===== src/rtl/uart_tx_arbiter_if.sv =====
// Bus bundle between N byte-stream requesters, the round-robin arbiter and
// one uart_tx. The arbiter takes the slave view; the requesters and the
// transmitter together form the master side.
interface uart_tx_arbiter_if #(
  parameter int N = 4
);
  logic [N-1:0]   req_rdy;
  logic [8*N-1:0] req_data;
  logic [N-1:0]   req_last;
  logic [N-1:0]   req_fetch;
  logic           tx_data_rdy;
  logic [7:0]     tx_data;
  logic           tx_fetch;
  logic [N-1:0]   grant;
  logic           busy;

  modport master (
    output req_rdy, req_data, req_last, tx_fetch,
    input  req_fetch, tx_data_rdy, tx_data, grant, busy
  );

  modport slave (
    input  req_rdy, req_data, req_last, tx_fetch,
    output req_fetch, tx_data_rdy, tx_data, grant, busy
  );
endinterface


===== src/rtl/uart_tx_arbiter.sv =====
// Round-robin arbiter sharing one uart_tx between N byte-stream requesters.
// A grant is held for a whole frame, cut short by a burst limit or by a
// stall timeout. The granted requester's byte is steered to the transmitter
// and the transmitter's fetch pulse is routed back to that requester only.
module uart_tx_arbiter #(
  parameter int N         = 4,
  parameter int MAX_BURST = 16,
  parameter int TIMEOUT   = 32
) (
  input  logic               clk,
  input  logic               rst_n,
  uart_tx_arbiter_if.slave   bus
);

  localparam int IW = (N > 1) ? $clog2(N) : 1;
  localparam int BW = (MAX_BURST > 0) ? $clog2(MAX_BURST + 1) : 1;
  localparam int SW = (TIMEOUT > 0) ? $clog2(TIMEOUT + 1) : 1;

  typedef enum logic {ST_IDLE, ST_GRANT} state_e;

  state_e        state_q, state_d;
  logic [IW-1:0] gidx_q, gidx_d;
  logic [IW-1:0] ptr_q, ptr_d;
  logic [BW-1:0] burst_q, burst_d;
  logic [SW-1:0] stall_q, stall_d;
  logic          last_q, last_d;

  logic [IW-1:0] winner;
  logic [IW-1:0] gidx_next;
  logic [BW-1:0] burst_inc;
  logic [SW-1:0] stall_inc;
  logic [7:0]    req_byte [N];

  for (genvar i = 0; i < N; i++) begin : g_split
    assign req_byte[i] = bus.req_data[8*i +: 8];
  end

  assign burst_inc = burst_q + 1'b1;
  assign stall_inc = stall_q + 1'b1;
  assign gidx_next = (int'(gidx_q) == N - 1) ? '0 : gidx_q + 1'b1;

  // Pick the first ready requester at or after the pointer, wrapping modulo N.
  always_comb begin
    int            sum;
    logic [IW-1:0] cand;
    logic          found;
    // NOTE: every combinational output gets a default before any branch so no latch is inferred.
    winner = ptr_q;
    found  = 1'b0;
    sum    = 0;
    cand   = '0;
    for (int k = 0; k < N; k++) begin
      sum = int'(ptr_q) + k;
      if (sum >= N) sum = sum - N;
      cand = IW'(sum);
      if (!found && bus.req_rdy[cand]) begin
        winner = cand;
        found  = 1'b1;
      end
    end
  end

  // Next-state logic and data/fetch steering for the IDLE/GRANT machine.
  always_comb begin
    state_d         = state_q;
    gidx_d          = gidx_q;
    ptr_d           = ptr_q;
    burst_d         = burst_q;
    stall_d         = stall_q;
    // last_q freezes during the fetch-high cycle, so it keeps the flag of
    // the byte the transmitter actually sampled.
    last_d          = bus.tx_fetch ? last_q : bus.req_last[gidx_q];
    bus.grant       = '0;
    bus.req_fetch   = '0;
    bus.tx_data_rdy = 1'b0;
    bus.tx_data     = '0;
    bus.busy        = 1'b0;

    unique case (state_q)
      ST_IDLE: begin
        // A stray fetch here (transmitter finishing a pre-reset byte) is dropped.
        if (|bus.req_rdy) begin
          gidx_d  = winner;
          state_d = ST_GRANT;
        end
      end
      ST_GRANT: begin
        bus.busy               = 1'b1;
        bus.grant[gidx_q]      = 1'b1;
        bus.tx_data_rdy        = bus.req_rdy[gidx_q];
        bus.tx_data            = req_byte[gidx_q];
        bus.req_fetch[gidx_q]  = bus.tx_fetch;

        if (bus.tx_fetch) begin
          // Fetch wins over a coinciding stall: the byte counts, stall clears.
          burst_d = burst_inc;
          stall_d = '0;
          if (last_q || (MAX_BURST != 0 && burst_inc == BW'(MAX_BURST))) begin
            state_d = ST_IDLE;
          end
        end else if (!bus.req_rdy[gidx_q]) begin
          stall_d = stall_inc;
          if (TIMEOUT != 0 && stall_inc == SW'(TIMEOUT)) begin
            state_d = ST_IDLE;
          end
        end else begin
          stall_d = '0;
        end

        if (state_d == ST_IDLE) begin
          ptr_d   = gidx_next;
          burst_d = '0;
          stall_d = '0;
        end
      end
      default: state_d = ST_IDLE;
    endcase
  end

  // State, pointer and counter registers.
  always_ff @(posedge clk or negedge rst_n) begin
    // NOTE: sequential state uses non-blocking assignments so all flops update together.
    if (!rst_n) begin
      state_q <= ST_IDLE;
      gidx_q  <= '0;
      ptr_q   <= '0;
      burst_q <= '0;
      stall_q <= '0;
      last_q  <= 1'b0;
    end else begin
      state_q <= state_d;
      gidx_q  <= gidx_d;
      ptr_q   <= ptr_d;
      burst_q <= burst_d;
      stall_q <= stall_d;
      last_q  <= last_d;
    end
  end

endmodule


===== src/flat_wrapper.sv =====
// flat-port wrapper written by rule: the top's interface ports become plain ports
module uart_tx_arbiter_flat 
#(
  parameter int N         = 4,
  parameter int MAX_BURST = 16,
  parameter int TIMEOUT   = 32
)
  (clk, rst_n, bus_req_rdy, bus_req_data, bus_req_last, bus_tx_fetch, bus_req_fetch, bus_tx_data_rdy, bus_tx_data, bus_grant, bus_busy);
  uart_tx_arbiter_if #(.N(N)) bus_i ();
  input  logic clk;
  input  logic rst_n;
  input wire logic [$bits(bus_i.req_rdy)-1:0] bus_req_rdy;
  input wire logic [$bits(bus_i.req_data)-1:0] bus_req_data;
  input wire logic [$bits(bus_i.req_last)-1:0] bus_req_last;
  input wire logic [$bits(bus_i.tx_fetch)-1:0] bus_tx_fetch;
  output wire logic [$bits(bus_i.req_fetch)-1:0] bus_req_fetch;
  output wire logic [$bits(bus_i.tx_data_rdy)-1:0] bus_tx_data_rdy;
  output wire logic [$bits(bus_i.tx_data)-1:0] bus_tx_data;
  output wire logic [$bits(bus_i.grant)-1:0] bus_grant;
  output wire logic [$bits(bus_i.busy)-1:0] bus_busy;
  assign bus_i.req_rdy = bus_req_rdy;
  assign bus_i.req_data = bus_req_data;
  assign bus_i.req_last = bus_req_last;
  assign bus_i.tx_fetch = bus_tx_fetch;
  assign bus_req_fetch = bus_i.req_fetch;
  assign bus_tx_data_rdy = bus_i.tx_data_rdy;
  assign bus_tx_data = bus_i.tx_data;
  assign bus_grant = bus_i.grant;
  assign bus_busy = bus_i.busy;
  uart_tx_arbiter #(.N(N), .MAX_BURST(MAX_BURST), .TIMEOUT(TIMEOUT)) u_core (.clk(clk), .rst_n(rst_n), .bus(bus_i));
endmodule

===== config.mk =====
export PLATFORM = sky130hd
export DESIGN_NAME = uart_tx_arbiter_flat
export DESIGN_NICKNAME = d
export VERILOG_FILES = /design/src/rtl/uart_tx_arbiter_if.sv /design/src/rtl/uart_tx_arbiter.sv /design/src/flat_wrapper.sv
export SDC_FILE = /design/constraint.sdc
export NUM_CORES = 1
export LEC_CHECK = 0
export ABC_CLOCK_PERIOD_IN_PS = 5300
export BUFFER_PORTS_ARGS = -buffer_cell sky130_fd_sc_hd__buf_2
export CORE_UTILIZATION = 40
export CTS_CLUSTER_SIZE = 25
export DETAILED_ROUTE_END_ITERATION = 10
export GPL_ROUTABILITY_DRIVEN = 0
export GPL_TIMING_DRIVEN = 1
export PLACE_DENSITY = 0.7
export RECOVER_POWER = 50
export SYNTH_ARGS = -nofsm -noshare
export SYNTH_HDL_FRONTEND = slang
export SYNTH_SLANG_ARGS = --single-unit

===== constraint.sdc =====
create_clock -name clk -period 5.3 [get_ports clk]
set_clock_uncertainty 0.05 [all_clocks]
set_input_delay 1.06 -clock clk [delete_from_list [all_inputs] [get_ports clk]]
set_output_delay 1.06 -clock clk [all_outputs]
set_load 0.01 [all_outputs]

==> out/results.ini, run 1 <==
[run_status]
status = completed

[synth]
synthFlopType = dfrtp_1
ys_types = 41
synth_nets = 201
synth-edff-count = 0
syn_inst = 151
ys_top_cells_by_area = dfrtp_1, mux4_2, and2_1, ha_1, and3_1
synthesis.area_sq_um = 1470
synth_seq_cells = 17
synth_top_area_cell = dfrtp_1
yosys_warnings = 0
async_flop_share_pct = 100
synth_top_area_share_pct = 29.0
yosysMostFrequentCell = dfrtp_1
avgSynthCellArea_sq_um = 9.72
netlist_top_cells_count = dfrtp_1, and2_1, mux4_2
ys_seq_area_share_pct = 29.0

[critical_path]
critPathCaptureType = output pin
crit_path_max_incr_delay_ns = 0.82
crit_arrival_ns = 2.11
crit_family = flip-flops
path_max_fanout = 14
cp_data_required_time_ns = 4.19
startpoint_type = flip-flop
worst_path_max_delay_cell = dfrtp_1
crit_type = reg -> out
path_buf_inv = 1
crit_chain = mux4_2, and2_1, buf_2

[final_layout]
layout.nets = 258
diodes = 0
stdcell_area_sq_um = 1820
layout-drive-gt1-share_pct = 36.2
final_util_pct = 53.3
area_delta_synth_final_pct = 24.0

[timing]
maxSlewViolCount = 0
min_period_ns = 3.22
tightest_slew_ns = 0.929
finalCritPeriodShare_pct = 60.8
hold_viol = 0
layout_setup_ws_ns = 2.08
rsz0062_at_grt = no
setup_tns_ns = 0
fmax_mhz = 310
slew_headroom_pct = 38.0
finalSetupViolations = 0

[route]
drc = 0
vias_per_cell = 5.32
drtPass1Iterations = 4
drtIter0Drc = 41
wire_per_inst_microns = 13.7
wl_microns = 3480
dr_total_vias = 1347
drt.antenna.violating_nets = 0

[place]
dp_hpwl_microns = 2770
portBuffers = 60
placed_cell_area_sq_um = 1800
place_ws_ns = 2.11

[clock_network]
ctsResizeCount = 0
cts_tree = yes
ctsLongestPathBuffers = 2
cts-htree-levels = 1
cts_setup_buffers = 0
numCtsBuffers = 3
clk_pin_slew_ns = 0.09
clock_latency_ns = 0.29
cts-root-buf = clkbuf_4
postCtsHoldBufs = 0
clock_sinks = 17

[die]
fp-row-count = 21
die_w_microns = 62.6
die_h_microns = 62.6
io_pins = 61
initial_utilization_pct = 43.0
coreArea_sq_um = 3420
dieArea_sq_um = 3920

[global_route]
grt_pass1_wl_microns = 6330
track_usage_pct = 20.2
grt_overflow = 0
grt_antenna_before_repair = 0
grt_max_degree = 37
grt_pass1_vias = 1379

[power]
leakagePower_nw = 0.872
power.density_nw_per_um2 = 415
p_total_mw = 0.755
peakVddDrop_v = 0.000217

[job]
maxCapViolCount = 0

[min_path]
hold_path.class = reg -> reg

[logic make-up (layout without fill, tap and decap cells)]
kind of cell,Yosys count,after routing,synth area share (%)
and+or+nand+nor,57,57,22.5
AOI/OAI and AO/OA,36,36,18.2
buffers and inverters,18,74,4.77
DFF,17,17,29.0
muxes,14,14,18.3
adders and majority gates,7,7,5.97
xor gates and xnor gates,2,2,1.19
[metal layers]
layer  vias to the layer above  global-route usage [%]  routed length, microns
met5                         -                       0                       0
met4                         0                    5.81                      53
met3                         9                    4.74                     114
met2                        20                    34.8                    1750
met1                       647                    24.9                    1560
li1                        671                       -                       -
[layout make-up]
class / count / area (sq um)
fillers: 349 / 1600
flip-flops and latches: 17 / 425
multi-input cells: 116 / 972
repair buffers: 61 / 304
inverters: 9 / 33.8
clock buffers: 4 / 26.3
well taps: 46 / 57.6
[placed cells by master, fill, tap and decap left out, types with 4 or more instances in the layout]
cell / count
buf_2: 57
dfrtp_1: 17
and2_1: 14
mux4_2: 10
inv_1: 9
o21ai_0: 9
nor2_1: 8
nand2_1: 8
and3_1: 7
ha_1: 7
a21oi_1: 5
nand2b_1: 4
nor3b_1: 4
clkbuf_1: 4
[stage by stage]
step	instances	hold slack (ns)
floorplan	151	0.420
global placement	249	0.437
detailed placement	249	0.441
CTS	253	0.464
global route	253	0.481
finish	253	0.460
[final timing paths]
kind | startpoint | endpoint | slack [ns] | cells past startpoint
max | u_core.gidx_q[0] | bus_tx_data_rdy | 2.08 | 3
min | u_core.last_q | u_core.last_q | 0.46 | 1
max reg2reg | u_core.gidx_q[0] | u_core.ptr_q[1] | 2.76 | 4
min reg2reg | u_core.last_q | u_core.last_q | 0.46 | 1
max in group asynchronous | rst_n | u_core.burst_q[1] | 3.81 | 1
min in group asynchronous | rst_n | u_core.stall_q[2] | 0.82 | 1
[state kept, by name (all words and copies together) (netlist names)]
signal,cells
u_core.stall_q,6
u_core.gidx_q,2
u_core.ptr_q,2
u_core.burst_q,5
u_core.last_q,1
u_core.state_q,1
[power breakdown]
part | internal, mW | switching (mW) | total, mW
Combinational | 0.228 | 0.195 | 0.423
Clock | 0.0293 | 0.0411 | 0.0704
Sequential | 0.173 | 0.0884 | 0.262
[worst register-to-register path, stage by stage (launching register included)]
cell and delay, ns:
dfrtp_1 0.82, mux4_2 0.68, a2111oi_4 0.42, o211ai_2 0.13, mux2_1 0.33
Note: power is estimated with default switching activity, not from simulation.
==> run 2: changes to the inputs <==
ABC_AREA = 1   (was unset)
ABC_CLOCK_PERIOD_IN_PS = 3380   (was 5300)
PLACE_DENSITY = 0.68   (was 0.7)
clock period = 3.38 ns   (was 5.3 ns; I/O delays follow)
==> out/results.ini, run 2 <==
[synth]
ys_types = 24  ; -41%
synth_compound_area_share_pct = 11.8  ; -6.4 points
synth_nets = 331  ; +65%
avgSynthCellArea_sq_um = 5.84  ; -40%
synth_top_area_cell = dfrtp_1
yosysMostFrequentCell = nand2_1
synthesis.area_sq_um = 1640  ; +12%
synth_seq_cells = 17  ; unchanged
netlist_top_cells_count = nand2_1, nor2_1, inv_1, o21ai_0, nand3_1
async_flop_share_pct = 100  ; unchanged
yosys_warnings = 0  ; unchanged
yosys-mux-area-fraction_pct = 0  ; -18 points
ys_top_cells_by_area = dfrtp_1, nand2_1, nor2_1, o21ai_0, nand3_1
synth-edff-count = 0  ; unchanged
synthFlopType = dfrtp_1
ys_seq_area_share_pct = 25.9  ; -3.1 points
yosys.area_share.simple_pct = 46.9  ; +24 points
synth_fa_ha_area_share_pct = 5.34  ; -0.63 points
synth-xor-area-share_pct = 0  ; -1.2 points
synth_top_family_by_area = simple AND/OR/NAND/NOR gates
syn_inst = 281  ; +86%
synth_top_area_share_pct = 25.9  ; -3.1 points

[critical_path]
crit_type = reg -> out
crit_path_max_incr_delay_ns = 0.51  ; -0.31 ns
r2r-end = u_core.stall_q[5]
ff2ff_setup_slack_ns = 1.03  ; -1.73 ns
crit_chain = inv_1, nand2_1, nand3_1, nand2_1, nor2_1, buf_2
r2r_cells = 11  ; +7
crit_arrival_ns = 1.87  ; -0.24 ns
path_buf_inv = 2  ; +1
critPathCaptureType = output pin
critPathMostFrequentCell = nand2_1
r2r-start = u_core.gidx_q[0]
worst_path_max_delay_cell = dfrtp_1
cp_data_required_time_ns = 2.65  ; -1.54 ns
path_max_fanout = 22  ; +8
crit_family = buffers and inverters
startpoint_type = flip-flop
crit_start = u_core.gidx_q[0]

[timing]
fmax_mhz = 385
finalCritPeriodShare_pct = 76.9
slew_headroom_pct = 36.0  ; -2.1 points
setup_tns_ns = 0  ; unchanged
hold_viol = 0  ; unchanged
tightest_slew_ns = 0.961  ; +0.0312 ns
rsz0062_at_grt = no
finalSetupViolations = 0  ; unchanged
maxSlewViolCount = 0  ; unchanged
min_period_ns = 2.60

[global_route]
grt_pass1_vias = 1655  ; +20%
grt_overflow = 0  ; unchanged
track_usage_pct = 20.5  ; +0.34 points
grt_antenna_before_repair = 0  ; unchanged
grt_max_degree = 23  ; -38%
grt_pass1_wl_microns = 7020  ; +11%

[final_layout]
largest_register_ffs = 6  ; unchanged
final_util_pct = 52.4  ; -0.89 points
final_common_cell = nand2_1
reg_top3 = u_core.stall_q x6, u_core.burst_q x5
top_register = u_core.stall_q
area_delta_synth_final_pct = 21.2
stdcell_area_sq_um = 1990  ; +9.4%
layout.nets = 386  ; +50%
mostFrequentLayoutCells = nand2_1, buf_2, nor2_1
layout-drive-gt1-share_pct = 23.0  ; -13 points
diodes = 0  ; unchanged

[clock_network]
numCtsBuffers = 3  ; unchanged
cts-htree-levels = 1  ; unchanged
cts_tree = yes
ctsResizeCount = 0  ; unchanged
ctsLongestPathBuffers = 2  ; unchanged
clock_latency_ns = 0.25  ; -0.04 ns
cts_setup_buffers = 0  ; unchanged
cts-root-buf = clkbuf_8
postCtsHoldBufs = 0  ; unchanged
clk_pin_slew_ns = 0.07  ; -0.02 ns
clock_sinks = 17  ; unchanged

[route]
vias_per_cell = 4.89  ; -8.1%
dr_total_vias = 1873  ; +39%
wl_microns = 4000  ; +15%
drt.antenna.violating_nets = 0  ; unchanged
drtIter0Drc = 126  ; +210%
drc = 0  ; unchanged
wire_per_inst_microns = 10.4  ; -24%
drtPass1Iterations = 4  ; unchanged

[die]
initial_utilization_pct = 43.2  ; +0.25 points
fp-row-count = 22  ; +4.8%
die_w_microns = 66.1  ; +5.6%
dieArea_sq_um = 4360  ; +11%
coreArea_sq_um = 3800  ; +11%
io_pins = 61  ; unchanged
die_h_microns = 66.1  ; +5.6%

[job]
maxCapViolCount = 0  ; unchanged

[place]
placed_cell_area_sq_um = 1960  ; +9.1%
portBuffers = 60  ; unchanged
dp_hpwl_microns = 3070  ; +11%

[min_path]
hold_path.class = reg -> reg
hp-start = u_core.burst_q[4]
min_to = u_core.burst_q[4]
whs_path_depth = 2  ; +1

[power]
peakVddDrop_v = 0.000295  ; +36%
leakagePower_nw = 1.17  ; +34%
power.density_nw_per_um2 = 697  ; +68%
p_total_mw = 1.39  ; +84%

[run_status]
status = completed

## run 2: cell count changes after synthesis, sizes merged, moves of 7 or more
cell / delta
o21ai: +16
mux4: -10
and3: -7
and2: -14
nand3: +17
nand4: +10
nor2: +43
nand2: +86
inv: +19
## run 2: logic make-up after synthesis
group | after synthesis
AOI/OAI and AO/OA | 38
and+or+nand+nor | 178
adders and majority gates | 7
buffers and inverters | 41
DFF | 17
## run 2: how the worst max path moves through the flow
stage	to	cells past startpoint
after global placement	bus_tx_data[1]	5
after detailed placement	bus_tx_data[1]	5
after floorplan	bus_req_fetch[0]	6
after CTS	bus_tx_data[1]	5
final	bus_tx_data_rdy	6
after global routing	bus_tx_data_rdy	6
## run 2: layout make-up
class / count / area [sq um]
clock buffer: 3 / 41.3
sequential: 17 / 425
clock inverter: 1 / 5.00
inverter: 29 / 109
timing repair buffer: 62 / 310
tap: 48 / 60.1
multi-input combinational: 223 / 1040
fill: 392 / 1810
## run 2: stage by stage
step / instances / hold slack [ns] / setup WS [ns]
final: 383 / 0.460 / 0.779
after global routing: 383 / 0.499 / 0.533
after CTS: 383 / 0.295 / 0.920
after detailed placement: 379 / 0.452 / 1.20
after global placement: 379 / 0.442 / 1.24
after floorplan: 281 / 0.330 / 1.36
## run 2: routing by layer
| metal | wire length [microns] | vias up | global-route usage (%) |
|---|---|---|---|
| li1 | - | 1003 | - |
| met1 | 1910 | 813 | 26.2 |
| met2 | 1790 | 53 | 34.7 |
| met3 | 250 | 4 | 3.10 |
| met4 | 51 | 0 | 7.45 |
| met5 | 0 | - | 0 |
## run 2: worst reg2reg max path: stages (launching register included)
cell and delay (ns):
dfrtp_1 0.56, inv_1 0.34, nand2_1 0.14, nand3_1 0.07, nand2_1 0.25, nand2_2 0.09
nor2_1 0.16, nand2_2 0.06, nand2_1 0.20, nand2_1 0.16, nand3_1 0.10, nand2_1 0.06
## run 2: where the power goes
group	switching, mW	internal, mW
registers	0.0912	0.252
clock network	0.0711	0.0819
logic	0.569	0.321
total	0.731	0.654
==> run 3: changes to the inputs <==
ABC_CLOCK_PERIOD_IN_PS = 2700   (was 3380)
clock period = 2.7 ns   (was 3.38 ns; I/O delays follow)
==> out/results.ini, run 3 (same netlist as run 2, synthesis figures left out) <==
[die]
io_pins = 61  ; unchanged
coreArea_sq_um = 3800  ; unchanged
initial_utilization_pct = 43.2  ; unchanged
fp-row-count = 22  ; unchanged
die_w_microns = 66.1  ; unchanged
die_h_microns = 66.1  ; unchanged
dieArea_sq_um = 4360  ; unchanged

[route]
drtPass1Iterations = 4  ; unchanged
wl_microns = 4020  ; +0.35%
drtIter0Drc = 89  ; -29%
dr_total_vias = 1892  ; +1.0%
drc = 0  ; unchanged
drt.antenna.violating_nets = 0  ; unchanged
wire_per_inst_microns = 10.5  ; +0.35%
vias_per_cell = 4.94  ; +1.0%

[clock_network]
cts_setup_buffers = 0  ; unchanged
clock_latency_ns = 0.25  ; about the same
cts-root-buf = clkbuf_8
cts_tree = yes
postCtsHoldBufs = 0  ; unchanged
clk_pin_slew_ns = 0.07  ; about the same
clock_sinks = 17  ; unchanged
cts-htree-levels = 1  ; unchanged
numCtsBuffers = 3  ; unchanged
ctsResizeCount = 0  ; unchanged
ctsLongestPathBuffers = 2  ; unchanged

[power]
p_int_mw = 0.819  ; +25%
peakVddDrop_v = 0.000344  ; +16%
leakagePower_nw = 1.17  ; -0.12%
p_sw_share_pct = 52.8  ; about the same
pwr-share-seq_pct = 24.9  ; +0.2 points
p_switching_mw = 0.915  ; +25%
power_frac_clock_pct = 10.8  ; -0.2 points
power.density_nw_per_um2 = 872  ; +25%
p_comb_share_pct = 64.3  ; about the same

[critical_path]
path_max_fanout = 21  ; -4.5%
startpoint_type = flip-flop
crit_arrival_ns = 1.80  ; -0.07 ns
r2r-start = u_core.gidx_q[1]
crit_type = reg -> out
ff2ff_setup_slack_ns = 0.44  ; -0.59 ns
r2r-end = u_core.stall_q[1]
cp_data_required_time_ns = 2.11  ; -0.54 ns
critPathCaptureType = output pin
r2r_cells = 10  ; -1

[final_layout]
fin_cells = 383  ; unchanged
top_register = u_core.stall_q
layout.nets = 386  ; unchanged
stdcell_area_sq_um = 1990  ; unchanged
diodes = 0  ; unchanged
area_delta_synth_final_pct = 21.2  ; unchanged
fillers = 394  ; +0.51%
largest_register_ffs = 6  ; unchanged
mostFrequentLayoutCells = nand2_1, buf_2, nor2_1
final_common_cell = nand2_1
reg_top3 = u_core.stall_q x6, u_core.burst_q x5
layout-drive-gt1-share_pct = 23.6  ; +0.60 points

[run_status]
status = completed

[global_route]
grt_antenna_before_repair = 0  ; unchanged
grt_max_degree = 23  ; unchanged
grt_pass1_vias = 1729  ; +4.5%
grt_overflow = 0  ; unchanged
grt_pass1_wl_microns = 7170  ; +2.2%
track_usage_pct = 20.7  ; +0.22 points

[timing]
finalSetupViolations = 0  ; unchanged
min_period_ns = 2.39
whs_ns = 0.345  ; -0.115 ns
layout_setup_ws_ns = 0.307  ; -0.473 ns
hold_viol = 0  ; unchanged
slew_headroom_pct = 35.7  ; -0.25 points
fmax_mhz = 418
tightest_slew_ns = 0.964  ; +0.00379 ns
setup_tns_ns = 0  ; unchanged
maxSlewViolCount = 0  ; unchanged
finalCritPeriodShare_pct = 88.6
rsz0062_at_grt = no

[min_path]
hold_path.class = in -> async

[place]
placed_cell_area_sq_um = 1960  ; unchanged
dp.cells = 379  ; unchanged
place_ws_ns = 0.657  ; -0.542 ns
portBuffers = 60  ; unchanged
dp_hpwl_microns = 3060  ; -0.29%

[job]
maxCapViolCount = 0  ; unchanged

-- run 3: cell counts in the layout (fill, tap and decap cells not counted) --
Identical to the previous run, type by type.
-- run 3: final cells by class --
cell class | instances | area [sq um] | area share (%)
multi-input combinational | 223 | 1040 | 52.2
tap | 48 | 60.1 | 3.02
sequential | 17 | 425 | 21.4
clock inverter | 1 | 5.00 | 0.252
inverter | 29 | 109 | 5.47
clock buffer | 3 | 41.3 | 2.08
timing repair buffer | 62 | 310 | 15.6
-- run 3: routing by layer --
metal	routed length, microns	vias to the layer above	part of all wire, %	track usage, %
li1	-	1001	-	-
met1	1930	822	48	27.0
met2	1820	65	45	35.3
met3	230	4	5.7	3.79
met4	39	0	0.97	4.52
met5	0	-	0	0
-- run 3: worst max-delay path by stage --
stage                                 from               end  slack (ns)  depth (start not counted)
after global routing      u_core.gidx_q[1]   bus_tx_data_rdy        0.11                          5
after CTS                 u_core.gidx_q[1]   bus_tx_data_rdy        0.39                          5
after global placement    u_core.gidx_q[1]    bus_tx_data[1]        0.70                          5
after detailed placement  u_core.gidx_q[1]    bus_tx_data[1]        0.66                          5
after floorplan           u_core.gidx_q[0]  bus_req_fetch[0]        0.81                          6
final                       u_core.state_q  bus_req_fetch[3]        0.31                          4
-- run 3: power by group through the flow --
| stage | Sequential, mW | Clock, mW | Combinational, mW |
|---|---|---|---|
| after floorplan | 0.382 | 0 | 0.880 |
| after global placement | 0.435 | 0 | 1.13 |
| after detailed placement | 0.437 | 0 | 1.13 |
| after CTS | 0.432 | 0.192 | 1.14 |
| after global routing | 0.450 | 0.200 | 1.31 |
| final | 0.432 | 0.187 | 1.12 |
-- run 3: through the flow --
stage | power (mW) | utilization [%]
3_3_place_gp | 1.57 | 51.6
3_5_place_dp | 1.57 | 51.6
2_1_floorplan | 1.26 | -
5_1_grt | 1.96 | 52.4
4_1_cts | 1.76 | 52.8
6_report | 1.73 | 52.4
-- run 3: worst max-delay path, stage by stage (launching register included) --
cell      delay [ns]
dfrtp_1         0.34
clkbuf_1        0.72
nand2_1         0.22
nor2_1          0.13
buf_2           0.14
